--- src/rtl/cpu_types_pkg.sv ---
// Shared CPU cache types: instruction-cache address split, frame layout and geometry.
package cpu_types_pkg;

    localparam int ITAG_W  = 26;
    localparam int IIDX_W  = 4;
    localparam int IFRAMES = 16;

    typedef struct packed {
        logic [ITAG_W-1:0] tag;
        logic [IIDX_W-1:0] idx;
        logic [1:0]        bytoff;
    } icachef_t;

    typedef struct packed {
        logic              valid;
        logic [ITAG_W-1:0] tag;
        logic [31:0]       data;
    } icache_frame_t;

endpackage

--- src/rtl/icache.sv ---
// Direct-mapped read-only instruction cache: 16 one-word frames, zero-latency hits,
// blocking single-word fill from the memory controller on a miss.
module icache
    import cpu_types_pkg::*;
(
    input  logic        CLK,
    input  logic        nRST,
    input  logic        imemREN,
    input  logic [31:0] imemaddr,
    output logic        ihit,
    output logic [31:0] imemload,
    output logic        iREN,
    output logic [31:0] iaddr,
    input  logic        iwait,
    input  logic [31:0] iload,
    output logic [31:0] hit_count,
    output logic [31:0] miss_count
);

    typedef enum logic {IDLE, FETCH} state_t;

    state_t              state_q, state_d;
    logic [29:0]         miss_addr_q, miss_addr_d;
    logic [IFRAMES-1:0]  valid_q, valid_d;
    logic [ITAG_W-1:0]   tag_q [IFRAMES];
    logic [31:0]         data_q [IFRAMES];
    logic [31:0]         hit_count_q, hit_count_d;
    logic [31:0]         miss_count_q, miss_count_d;

    icachef_t            req;
    icachef_t            fill;
    icache_frame_t       sel_frame;
    logic                lookup_hit;
    logic                fill_en;
    logic                unused_bytoff;

    assign req  = icachef_t'(imemaddr);
    assign fill = icachef_t'({miss_addr_q, 2'b00});
    assign unused_bytoff = ^{req.bytoff, fill.bytoff};

    always_comb begin
        sel_frame    = {valid_q[req.idx], tag_q[req.idx], data_q[req.idx]};
        lookup_hit   = (state_q == IDLE) && imemREN && sel_frame.valid
                       && (sel_frame.tag == req.tag);
        fill_en      = (state_q == FETCH) && !iwait;
        state_d      = state_q;
        miss_addr_d  = miss_addr_q;
        valid_d      = valid_q;
        hit_count_d  = hit_count_q;
        miss_count_d = miss_count_q;

        case (state_q)
            IDLE: begin
                if (imemREN && !lookup_hit) begin
                    state_d     = FETCH;
                    miss_addr_d = imemaddr[31:2];
                    if (miss_count_q != '1) begin
                        miss_count_d = miss_count_q + 32'd1;
                    end
                end
            end
            FETCH: begin
                // The fill always targets the latched address, whatever the datapath does now.
                if (!iwait) begin
                    state_d           = IDLE;
                    valid_d[fill.idx] = 1'b1;
                end
            end
            default: state_d = IDLE;
        endcase

        if (lookup_hit && (hit_count_q != '1)) begin
            hit_count_d = hit_count_q + 32'd1;
        end
    end

    always_ff @(posedge CLK or negedge nRST) begin
        if (!nRST) begin
            state_q      <= IDLE;
            miss_addr_q  <= '0;
            valid_q      <= '0;
            hit_count_q  <= '0;
            miss_count_q <= '0;
        end else begin
            state_q      <= state_d;
            miss_addr_q  <= miss_addr_d;
            valid_q      <= valid_d;
            hit_count_q  <= hit_count_d;
            miss_count_q <= miss_count_d;
        end
    end

    // Tag/data are masked by the valid bits, so they carry no reset.
    always_ff @(posedge CLK) begin
        if (fill_en) begin
            tag_q[fill.idx]  <= fill.tag;
            data_q[fill.idx] <= iload;
        end
    end

    assign ihit       = lookup_hit;
    assign imemload   = lookup_hit ? sel_frame.data : 32'h0;
    assign iREN       = (state_q == FETCH);
    assign iaddr      = (state_q == FETCH) ? {miss_addr_q, 2'b00} : 32'h0;
    assign hit_count  = hit_count_q;
    assign miss_count = miss_count_q;

endmodule

--- config.mk ---
export PLATFORM = sky130hd
export DESIGN_NAME = icache
export DESIGN_NICKNAME = d
export VERILOG_FILES = /design/src/rtl/cpu_types_pkg.sv /design/src/rtl/icache.sv
export SDC_FILE = /design/constraint.sdc
export NUM_CORES = 1
export LEC_CHECK = 0
export BUFFER_PORTS_ARGS = -buffer_cell sky130_fd_sc_hd__buf_2
export CAP_MARGIN = 20
export CELL_PAD_IN_SITES_DETAIL_PLACEMENT = 2
export CELL_PAD_IN_SITES_GLOBAL_PLACEMENT = 2
export CORE_ASPECT_RATIO = 1.2
export CORE_UTILIZATION = 48
export DETAILED_ROUTE_END_ITERATION = 8
export PLACE_DENSITY = 0.76
export SLEW_MARGIN = 25
export SYNTH_ARGS = -nofsm -noshare
export SYNTH_HDL_FRONTEND = slang
export SYNTH_SLANG_ARGS = --single-unit
--- constraint.sdc ---
create_clock -name CLK -period 9 [get_ports CLK]
set_input_delay 2.7 -clock CLK [delete_from_list [all_inputs] [get_ports CLK]]
set_output_delay 2.7 -clock CLK [all_outputs]
set_load 0.01 [all_outputs]
; Word-level counts from Yosys, hierarchy flattened
; Memories as Yosys holds them, arrays and structs flattened.
; Cells that the tools add are included.
[op_classes]
add_sub_neg = 2
bitwise_logic = 3
n_mux = 11
eq_ne = 3
order_cmp = 3
reduce_logical = 12
[op_table]
columns = op, count
row1 = "32-bit by 1-bit adder with 32-bit output, second input constant", 2
row2 = 32-bit two-way mux, 2
row3 = "32-bit inequality test, second input constant", 2
row4 = 26-bit equality test, 1
row5 = 16-bit OR, 1
row6 = "4-bit by 5-bit < comparator with 1-bit output, second input constant", 2
row7 = 1-bit logical AND, 7
row8 = 1-bit two-way mux, 6
row9 = 1-bit binary-select mux with 4-bit select, 1
row10 = 1-bit demux with 4-bit select, 1
row11 = "4-bit by 1-bit >= comparator with 1-bit output, second input constant", 1
row12 = 2-bit AND reduction, 2
row13 = 3-bit AND reduction, 1
row14 = 1-bit logical NOT, 2
row15 = 1-bit NOT, 2
row16 = 1-bit case mux with 2 select lines, 1
[totals]
inputBits = 68
wordCells = 41
out_inout_bits = 130
memories = 2
ramBits = 928
regBits = 111
[memory_table]
columns = memory, words, word_bits, rd, rd_ports_with_merged_regs, wr, line_no
row1 = data_q, 16, 32, 1, 0, 1, icache.sv:26  ; logic [31:0] data_q [IFRAMES];
row2 = tag_q, 16, 26, 1, 0, 1, icache.sv:25  ; logic [ITAG_W-1:0] tag_q [IFRAMES];

; Depth between registers and ports, before layout
[depth]
depth_word = 8
depth_mapped = 15
ltp_nobuf = 10

; Least setup slack after synthesis
; No wires, ideal clock.
[synth_timing]
path_kind = input -> output
start = in imemaddr[2]
end = out imemload[22]
t_arrival_ps = 5401
slack_ps = 899
required_ps = 6300
cell_stages = 10
path_cell_list = buf_6 > buf_6 > buf_4 > buf_2 > buf_2 > buf_2 > buf_2 > mux4_2 > mux4_2 > nor2b_1
[synth_via]
elab_chain_cells = 5
[synth_rtl]
columns = item, line_no
row1 = start: declaration, icache.sv:9  ; input logic [31:0] imemaddr,
row2 = "parallel branches: the longest is 4 deep, another holds memory read 16 x 26 bit", n/a
row3 = 32-bit two-way mux *, icache.sv:102  ; assign imemload = lookup_hit ? sel_frame.data : 32'h0;
row4 = end: declaration, icache.sv:11  ; output logic [31:0] imemload,
; Every way passes the cells marked *. The select of a mux whose other input is x is not followed.

; Worst setup path after layout
[layout_timing]
start = in imemaddr[5]
end = out imemload[31]
; The elaborated chain is that of the path after synthesis.

==> impl_summary.md <==
Run status
The run finished with clean final reports.

Die
The floorplan step defined a core boundary enclosing 84800 µm². The total die area is 86600 µm². After floorplanning, the core was divided into 117 placement rows. The floorplan step set the die width to 269 µm.

Once the floorplan was initialized, standard cells occupied 48.4% of the core. The I/O pin total is 198. The floorplan step set the die height to 322 µm.

CTS
In this run the deepest clock path goes through 3 buffers. The depth of the CTS H-tree is 3. The worst-skew pair later-pin latency is 0.69 ns. The clock-pin slew on the worst setup and hold paths is 0.06 ns.

The cell at the root of the clock tree is clkbuf_16. The sink count of the clock tree is 1039. The number of clock buffers added by TritonCTS is 103. The post-CTS repair timing setup buffer count is 0. The CTS tree is done. The number of hold buffers added after cts is 0.

Synth
The number of storage elements in the synthesis netlist is 1039. The number of cells produced by synthesis is 1948. The number of flops mapped to enable cells by yosys is 928. Sequential elements use 74.7% of the synthesized area. By area the synthesized netlist is led by edfxtp_1, mux4_2, dfrtp_1. The area share of the largest cell type after synthesis is 67.9%.

In the synthesized netlist the async set-or-reset flop fraction comes to 10.7%. The mean instance size in the synthesized netlist is 21.1 µm². Summed over all instances, the cell type with the most area after synthesis is edfxtp_1. The number of distinct standard cells referenced by the synthesized netlist is 62. Yosys printed 0 warnings.

For this run, the leading register cell type out of synthesis is edfxtp_1. The cell area that synthesis handed to floorplanning was 41000 µm².

Route
The number of vias per cell is 6.39. After detailed routing, the average wire length per cell comes to 38.3 µm. The first-pass detailed-route iteration total is 5. The final layout contains routed wiring with a total length of 132000 µm. The DRC violations left is 0. The post-route antenna net violation count is 0.

The total number of vias is 21966. The number of DRC violations after detailed-routing iteration 0 is 2244.

STA
The final clock period utilization by the worst path is 99.4%. The setup total negative slack is 0 ns. The relative max-transition margin is 31.8%. For this run, the top clock speed supported by timing is 112 MHz. Setup violations remaining at the end of the flow were counted as 0. The smallest setup slack after layout is 0.0566 ns. The worst path in the final design needs a cycle of 8.94 ns, including I/O delays and setup. Setup repair after global routing left no endpoint under its margin.

The transition time at the pin with the least slew margin is 1.02 ns. The number of slew-limit violations in the final report is 0. The count of final hold-check violations came to 0. The maximum clock skew at final layout is 0.0346 ns.

Finish
The total area of sequential cells is 30600 µm². The commonest non-fill, non-tap cell in the layout is edfxtp_1. The number of inserted filler cells in the final layout is 6966. The count of cells in the finished layout, fillers not included, comes to 3440. The final layout contains 2291 nets. The library cells used most frequently in the layout, excluding fill and tap cells, are edfxtp_1, mux4_2, buf_2, dfrtp_1, clkbuf_16.

Of the cells placed in the final design, the portion with a size suffix greater than 1 is 32.6%. Summing all multi-input logic gate instances after layout gives 9990 µm². The synthesis-to-finish area growth is 15.5%.

Job
The max-cap violation count is 0.

Setup path
The worst register-to-register path has a depth of 8. In this run the critical register-to-register path is captured at miss_addr_q[9]. The critical path is of the in -> out type. The critical path goes through buf_2, clkinv_4, buf_4, mux2i_1, mux2i_1, xnor2_1, nand4b_1, nor4_4, nand3_2, buf_12, and2b_1, buf_2. Data on the critical path arrives at its endpoint at 6.24 ns.

Counting both buffers and inverters, the worst setup path holds a total of 5. The required time at the worst-slack endpoint is 6.30 ns. The highest net fanout along the worst path is 47.

The cell family with the largest share of critical-path delay is buffers and inverters. The startpoint identified for the worst register-to-register timing path is tag_q[3][1]. The slowest stage of the critical path is the buf_2 cell. The endpoint class of the critical path is an output pin.

The setup slack of the worst register-to-register path is 5.21 ns. The largest stage delay on the critical path is 0.51 ns. STA classifies the critical path startpoint as a primary input.

Global route
The number of antenna violations at the first check in global routing is 6. The first global-routing pass estimated 181000 µm of wire. Summed over all layers, the global routing overflow is 0.

The number of global-route vias before repair was 23929. Global routing used 30.3% of the available tracks across all layers. Entering global routing, the biggest net connects 98 pins.

Placement
Timing analysis after detailed placement gives a worst setup slack of 0.0356 ns. The half-perimeter wire length after placement is 68900 µm. Routability-driven placement finished with a final weighted congestion of 0.792. The count of placed standard cells including taps is 3242. Input and output buffers added on the ports amount to 193.

Worst hold path
The type of the worst min-delay path is reg -> reg. The worst hold path endpoint is miss_count[16]. The worst hold path begins at miss_count[16]. Along the worst hold path, the cell count comes to 1.

Power
The cell leakage power is 16.2 nW. Dividing total power by cell area gives a power density of 240 nW/µm². IR analysis of the VDD net gives a maximum drop of 192 µV. The power consumption is 11.4 mW.
## per-stage QoR
stage          utilization, %  area [µm²]  hold WS, ns
2_1_floorplan               -       41000        0.434
3_3_place_gp             51.5       43600        0.446
3_5_place_dp             51.5       43600        0.476
4_1_cts                  55.7       47200        0.495
5_1_grt                  55.9       47400        0.504
6_report                 55.9       47400        0.489
## logic make-up after synthesis
group                      synth area share (%)
DFF                                        74.7
other                                   0.00914
muxes                                      16.6
and+or+nand+nor                            4.49
buffers and inverters                      1.32
xor gates and xnor gates                   1.81
adders and majority gates                0.0610
AOI/OAI and AO/OA                          1.01
## metal layers
metal | global-route usage (%) | routed length [µm] | up-vias
li1 | - | - | 8534
met1 | 37.1 | 48900 | 12017
met2 | 53.2 | 69500 | 1138
met3 | 5.14 | 8550 | 269
met4 | 12.5 | 4690 | 8
met5 | 0 | 54 | -
## registers in the layout (all words and copies together) (netlist names)
register,flops
data_q,512
tag_q,416
hit_count,32
miss_count,32
miss_addr_q,30
valid_q,16
iREN,1
## how the worst max path moves through the flow
stage | start | endpoint | slack, ns | cells past startpoint
floorplan | imemaddr[2] | imemload[22] | 0.90 | 10
global placement | imemaddr[2] | imemload[1] | 0.19 | 12
detailed placement | imemaddr[2] | imemload[31] | 0.04 | 12
CTS | imemaddr[2] | imemload[8] | 0.02 | 12
global route | imemaddr[2] | imemload[31] | 0.01 | 12
finish | imemaddr[5] | imemload[31] | 0.06 | 12
## power breakdown
part	internal, mW	switching, mW
combinational	0.339	0.502
sequential	5.55	0.243
clock	2.72	2.02
total	8.61	2.77
## final cells by class
type                       count  area share [%]
timing repair buffer         262            3.60
multi-input combinational    806            21.1
tap                         1130            2.98
inverter                       9          0.0819
clock buffer                 128            5.81
antenna                        3          0.0158
sequential                  1039            64.7
clock inverter                63            1.73
## cells in the mapped netlist (all sizes together), types with 2 or more instances
| master | n |
|---|---|
| and2 | 40 |
| nand2b | 7 |
| o2111ai | 2 |
| mux2 | 41 |
| dfrtp | 111 |
| nand3 | 35 |
| nor2 | 33 |
| ha | 2 |
| or2 | 19 |
| and3 | 32 |
| o22ai | 7 |
| nor4 | 6 |
| a22oi | 11 |
| nor3b | 2 |
| inv | 9 |
| nand4b | 2 |
| nand2 | 36 |
| a22o | 5 |
| mux2i | 55 |
| and2b | 3 |
| o221ai | 2 |
| or3 | 5 |
| a2111oi | 3 |
| and4 | 5 |
| a221oi | 5 |
| clkbuf | 36 |
| buf | 59 |
| nand4 | 26 |
| o21ai | 2 |
| a21oi | 6 |
| a21o | 2 |
| mux4 | 255 |
| nor2b | 41 |
| nor4b | 5 |
| edfxtp | 928 |
| xnor2 | 64 |
| nor3 | 15 |
| xor2 | 20 |
## timing repair
item / CTS / global route
endpoints found under the hold margin: 0 / 0
pin swaps: 0 / 0
resized for setup: 4 / 5
gates cloned: 0 / 1
setup endpoints to repair: 32 / 7
Power figures use the tool's default switching activity.
